`src/rtl/pipe_mem_arbiter_pkg.sv`:
```
// Shared definitions for the IF/MEM unified-memory arbiter: FSM encodings,
// the word returned on a bus timeout, and the default timeout depth.
package pipe_mem_arbiter_pkg;

  typedef enum logic [2:0] {
    ST_IDLE      = 3'd0,
    ST_GRANT_MEM = 3'd1,
    ST_GRANT_IF  = 3'd2,
    ST_RESP_MEM  = 3'd3,
    ST_RESP_IF   = 3'd4,
    ST_DRAIN_IF  = 3'd5
  } arb_state_e;

  localparam logic [31:0] POISON_WORD     = 32'hDEADBEEF;
  localparam int          DEFAULT_TIMEOUT = 64;

  // States in which a bus access is outstanding and the timeout runs.
  function automatic logic is_wait_state(arb_state_e s);
    return (s == ST_GRANT_MEM) || (s == ST_GRANT_IF) || (s == ST_DRAIN_IF);
  endfunction

endpackage

```
`src/rtl/arb_timeout_ctr.sv`:
```
// Bus-ack watchdog: counts cycles without an ack and flags terminal count
// once TIMEOUT cycles have elapsed; saturates there until cleared.
module arb_timeout_ctr #(
  parameter int TIMEOUT = 64
) (
  input  logic clock,
  input  logic reset,
  input  logic clear,
  input  logic enable,
  output logic tc
);

  localparam int CW = $clog2(TIMEOUT + 1);

  logic [CW-1:0] cnt;

  assign tc = (cnt == CW'(TIMEOUT));

  always_ff @(posedge clock) begin
    if (reset || clear) begin
      cnt <= '0;
    end else if (enable && !tc) begin
      cnt <= cnt + CW'(1);
    end
  end

endmodule

```
`src/rtl/pipe_mem_arbiter.sv`:
```
// Single-port memory arbiter for the IF and MEM pipeline stages: fixed
// priority MEM > IF, one access at a time, pipeline stall while pending.
module pipe_mem_arbiter
  import pipe_mem_arbiter_pkg::*;
#(
  parameter int ADDR_W  = 32,
  parameter int DATA_W  = 32,
  parameter int TIMEOUT = DEFAULT_TIMEOUT
) (
  input  logic              clock,
  input  logic              reset,
  input  logic              if_req,
  input  logic [ADDR_W-1:0] if_addr,
  input  logic              if_flush,
  output logic              if_done,
  output logic [DATA_W-1:0] if_rdata,
  input  logic              mem_req,
  input  logic              mem_we,
  input  logic [ADDR_W-1:0] mem_addr,
  input  logic [DATA_W-1:0] mem_wdata,
  output logic              mem_done,
  output logic [DATA_W-1:0] mem_rdata,
  output logic              bus_req,
  output logic              bus_we,
  output logic [ADDR_W-1:0] bus_addr,
  output logic [DATA_W-1:0] bus_wdata,
  input  logic [DATA_W-1:0] bus_rdata,
  input  logic              bus_ack,
  output logic              pipe_stall,
  output logic              bus_err
);

  arb_state_e state, state_next;
  logic       grant_mem, grant_if;
  logic       wait_st, finish;
  logic       tmr_clear, tmr_en, tmr_tc;

  arb_timeout_ctr #(.TIMEOUT(TIMEOUT)) u_timeout (
    .clock  (clock),
    .reset  (reset),
    .clear  (tmr_clear),
    .enable (tmr_en),
    .tc     (tmr_tc)
  );

  always_comb begin
    state_next = state;
    grant_mem  = 1'b0;
    grant_if   = 1'b0;
    wait_st    = is_wait_state(state);
    finish     = wait_st && (bus_ack || tmr_tc);
    tmr_en     = wait_st && !bus_ack;
    case (state)
      ST_IDLE: begin
        if (mem_req) begin
          state_next = ST_GRANT_MEM;
          grant_mem  = 1'b1;
        end else if (if_req && !if_flush) begin
          state_next = ST_GRANT_IF;
          grant_if   = 1'b1;
        end
      end
      ST_GRANT_MEM: if (finish) state_next = ST_RESP_MEM;
      ST_GRANT_IF: begin
        // A flushed fetch still finishes on the bus; only the response is dropped.
        if (finish)        state_next = if_flush ? ST_IDLE : ST_RESP_IF;
        else if (if_flush) state_next = ST_DRAIN_IF;
      end
      ST_DRAIN_IF:  if (finish) state_next = ST_IDLE;
      ST_RESP_MEM,
      ST_RESP_IF:   state_next = ST_IDLE;
      default:      state_next = ST_IDLE;
    endcase
    tmr_clear = (state_next != state) && is_wait_state(state_next);
  end

  always_ff @(posedge clock) begin
    if (reset) begin
      state     <= ST_IDLE;
      bus_req   <= 1'b0;
      bus_we    <= 1'b0;
      bus_addr  <= '0;
      bus_wdata <= '0;
      if_rdata  <= '0;
      mem_rdata <= '0;
      bus_err   <= 1'b0;
    end else begin
      state <= state_next;
      if (grant_mem) begin
        bus_req   <= 1'b1;
        bus_we    <= mem_we;
        bus_addr  <= mem_addr;
        bus_wdata <= mem_wdata;
      end else if (grant_if) begin
        bus_req  <= 1'b1;
        bus_we   <= 1'b0;
        bus_addr <= if_addr;
      end else if (finish) begin
        bus_req <= 1'b0;
      end
      if (finish && !bus_ack) bus_err <= 1'b1;
      if (finish && state == ST_GRANT_MEM && !bus_we)
        mem_rdata <= bus_ack ? bus_rdata : DATA_W'(POISON_WORD);
      if (finish && state == ST_GRANT_IF && !if_flush)
        if_rdata <= bus_ack ? bus_rdata : DATA_W'(POISON_WORD);
    end
  end

  assign if_done    = (state == ST_RESP_IF);
  assign mem_done   = (state == ST_RESP_MEM);
  assign pipe_stall = (if_req && !if_done && !if_flush) || (mem_req && !mem_done);

endmodule

```
`config.mk`:
```
export PLATFORM = sky130hd
export DESIGN_NAME = pipe_mem_arbiter
export DESIGN_NICKNAME = d
export VERILOG_FILES = /design/src/rtl/pipe_mem_arbiter_pkg.sv /design/src/rtl/arb_timeout_ctr.sv /design/src/rtl/pipe_mem_arbiter.sv
export SDC_FILE = /design/constraint.sdc
export NUM_CORES = 1
export LEC_CHECK = 0
export CORE_MARGIN = 2
export CORE_UTILIZATION = 36
export CTS_CLUSTER_DIAMETER = 100
export CTS_CLUSTER_SIZE = 12
export DETAILED_ROUTE_END_ITERATION = 16
export GPL_TIMING_DRIVEN = 0
export PLACE_DENSITY = 0.76
export SLEW_MARGIN = 15
export SYNTH_ARGS = -nofsm -noshare
export SYNTH_HDL_FRONTEND = slang
export SYNTH_SLANG_ARGS = --single-unit
```
`constraint.sdc`:
```
create_clock -name clock -period 2 [get_ports clock]
set_clock_uncertainty 0.05 [all_clocks]
set_input_delay 0.2 -clock clock [delete_from_list [all_inputs] [get_ports clock]]
set_output_delay 0.2 -clock clock [all_outputs]
set_load 0.005 [all_outputs]
```
==> results.md <==
- Outcome: complete, no violations
- Req. time, crit path: 2250 ps
- Final Cycle Share: 96.3%
- Cell area after synthesis: 0.00537 sq mm
- Net Count, Synth: 696
- Share of layout cells above drive strength 1: 12.5%
- Worst slew pin tran: 561 ps
- Most frequent cells after synthesis: dfxtp_1 (141), nand2_1 (114), a21oi_1 (74), o221ai_1 (31), clkbuf_1 (29)
- Post-DP HPWL: 14.0 mm
- Synth Area in Adders: 0.466%
- Synth top area cells: dfxtp_1 (53%), nand2_1 (8.0%), a21oi_1 (6.9%)
- TNS Setup: 0 ps
- Drt drc: 0
- GRT overflow: 0
- Setup ws final: 73.9 ps
- Part of the power in registers: 40.8%
- Met2 Use GR: 40.0%
- GRT busiest layer: met2
- Top FF cell, synth: dfxtp_1
- Wire per inst: 18.1 microns
- CTS tree: yes
- Die H: 126 microns
- CTS H-tree depth: 4
- Clk pwr share: 42.3%
- Vias in the first global route: 5,400
- Pin count of the biggest net entering global routing: 17
- Final wirelength: 19.0 mm
- Hold_buf cts: 0
- CP startpoint kind: flop
- Syn_area_per_cell: 9.61 sq um
- Hold Crit Class: input port to flop
- P_leak: 3.27 nW
- Ys Warns: 0
- Net Sw Frac: 24.4%
- Post-synth EDFFs: 0
- Fraction of registers with async set/reset: 0%
- Post-synthesis simple-gate area fraction: 13.8%
- Cells after Synth: 559
- Starting DRC count in detailed routing: 238
- Synth Area in Compound Gates: 24.6%
- Reg clk slew, reported paths: 60 ps
- CP max FO: 10
- Synth area leader: dfxtp_1
- Final setup viols: 0
- Post-synth top area share: 52.6%
- Internal power: 5.68 mW
- Chip width: 126 microns
- Minimum clock period: 1930 ps
- Vias/cell: 5.20
- Core ar.: 0.0145 sq mm
- Mux share of post-synthesis cell area: 2.98%
- Insertion delay to the later sink of the worst-skew pair: 420 ps
- Inserted Diodes: 0
- Main combinational cell family by area after synthesis: compound AO/OA/AOI/OAI gates
- Max-cap check violation count: 0
- FF/Latch Area: 0.00283 sq mm
- CTS Buf Count: 17
- Initial antenna violation count: 0
- Pwr Density: 835 mW/mm^2
- Synthesized flop and latch total: 141
- I/O pin cnt: 269
- NetSw: 1.83 mW
- CP Capture Type: flop
- Final nets: 986
- Fillers: 1,270
- Worst IR Drop VDD: 0.515 mV
- Initial core utilization: 37.0%
- Gate power share: 16.8%
- Worst reg-to-reg path cell count: 6
- Arr. time, crit path: 2180 ps
- Clock buffer depth: 2
- Die Footprint: 0.0159 sq mm
- Fin. Hold Viols: 0
- First-pass GRT wire length: 29.3 mm
- Area Overhead vs Synth: 67.5%
- Grt met1 use: 26.7%
- Pre-CTS setup slack: -463 ps
- Pre-antenna DRT Iters: 6
- Seq/Total Area, Yosys: 52.6%
- Routed vias: 5,439
- Fin. max-slew vios: 0
- Number of port buffers: 267
- Count leader, synth: dfxtp_1
- CTS root buf: clkbuf_16
- Multi-input logic area: 0.00233 sq mm
- Rows: 44
- Met3 usage: 9.64%
- Antenna-violating nets left: 0
- Worst Hold Depth: 3
- Post-synth cell types: 45
- Final Wtd Congestion: 0.838
- Max Fclk: 519 MHz
- Xor and xnor area share after synthesis: 0.326%
- CP Class: flop to flop
- Tot GR Track Use: 23.5%
- Slew HR: 62.6%
- CTS sink count: 141
worst max-delay path, stage by stage (launching register included):
cell and delay (ps):
dfxtp_1 300, buf_4 160, or3b_4 430, or3_1 310, buf_2 170, buf_6 150
o221a_1 230
flip-flops by register name (all words and copies together) (netlist names):
register	cells
mem_rdata	32
bus_addr	32
bus_we	1
bus_wdata	32
state	3
u_timeout.cnt	7
bus_req	1
if_rdata	32
bus_err	1
layout by cell type, fill, tap and decap left out, drive strengths merged, types with 2 or more instances in the layout:
master / count
bufinv: 3
clkbuf: 50
nor2b: 3
a21oi: 74
nand4: 6
mux2i: 16
nor2: 8
dfxtp: 141
buf: 28
xnor2: 2
o221ai: 31
nand3: 14
nor3b: 2
or4: 4
o21ai: 10
nand2b: 2
dlygate4sd2: 2
clkinv: 4
clkdlybuf4s50: 264
nor3: 4
a211oi: 2
nand2: 114
o221a: 48
clkinvlp: 3
ha: 2
or3: 3
inv: 7
kinds of logic after synthesis:
group,after synthesis
muxes,16
and+or+nand+nor,165
xor gates and xnor gates,2
DFF,141
AOI/OAI and AO/OA,173
buffers and inverters,60
adders and majority gates,2
power groups by stage:
stage | Clock, mW | Combinational, mW | Sequential (mW)
2_1_floorplan | 0 | 0.451 | 3.13
3_3_place_gp | 0 | 1.22 | 3.12
3_5_place_dp | 0 | 1.23 | 3.12
4_1_cts | 3.21 | 1.25 | 3.07
5_1_grt | 3.34 | 1.37 | 3.09
6_report | 3.18 | 1.26 | 3.07
area by class of cell:
type                    instances  share of cell area (%)
repair buffers                274                    30.3
clock inverters                10                    1.56
plain buffers                  50                    2.91
clock buffers                  21                    5.01
multi-input cells             358                    25.9
flip-flops and latches        141                    31.4
inverters                       7                   0.348
well taps                     184                    2.56
worst paths after layout:
| kind | startpoint | endpoint | slack [ps] |
|---|---|---|---|
| worst max-delay path | state[1]$_SDFF_PP0_ | if_rdata[11]$_SDFFE_PP0P_ | 70 |
| worst max register to register | state[1]$_SDFF_PP0_ | if_rdata[11]$_SDFFE_PP0P_ | 70 |
| worst min-delay path | mem_wdata[8] | bus_wdata[8]$_SDFFE_PP0P_ | 280 |
| worst min register to register | bus_addr[19]$_SDFFE_PP0P_ | bus_addr[19]$_SDFFE_PP0P_ | 400 |
metal layers:
layer,vias up,routed length (microns)
met5,-,0
met4,0,424
li1,2637,-
met1,2554,7690
met3,29,1730
met2,219,9120
per-stage QoR:
stage / hold WS [ps] / power [mW] / util [%] / std cells / instance area (sq um)
5_1_grt: 286 / 7.79 / 61.9 / 1045 / 9000
4_1_cts: 265 / 7.52 / 61.5 / 1042 / 8940
3_5_place_dp: 394 / 4.35 / 56.9 / 1010 / 8270
6_report: 275 / 7.51 / 61.9 / 1045 / 9000
2_1_floorplan: 286 / 3.58 / - / 559 / 5370
3_3_place_gp: 387 / 4.34 / 56.9 / 1010 / 8270
what timing repair did:
| item | 4_1_cts | 5_1_grt |
|---|---|---|
| gates cloned | 0 | 0 |
| pin swaps | 1 | 1 |
| resized for setup | 19 | 13 |
| setup endpoints to repair | 98 | 91 |
| buffers inserted | 2 | 5 |
No activity file was read; power rests on OpenSTA's default activity.
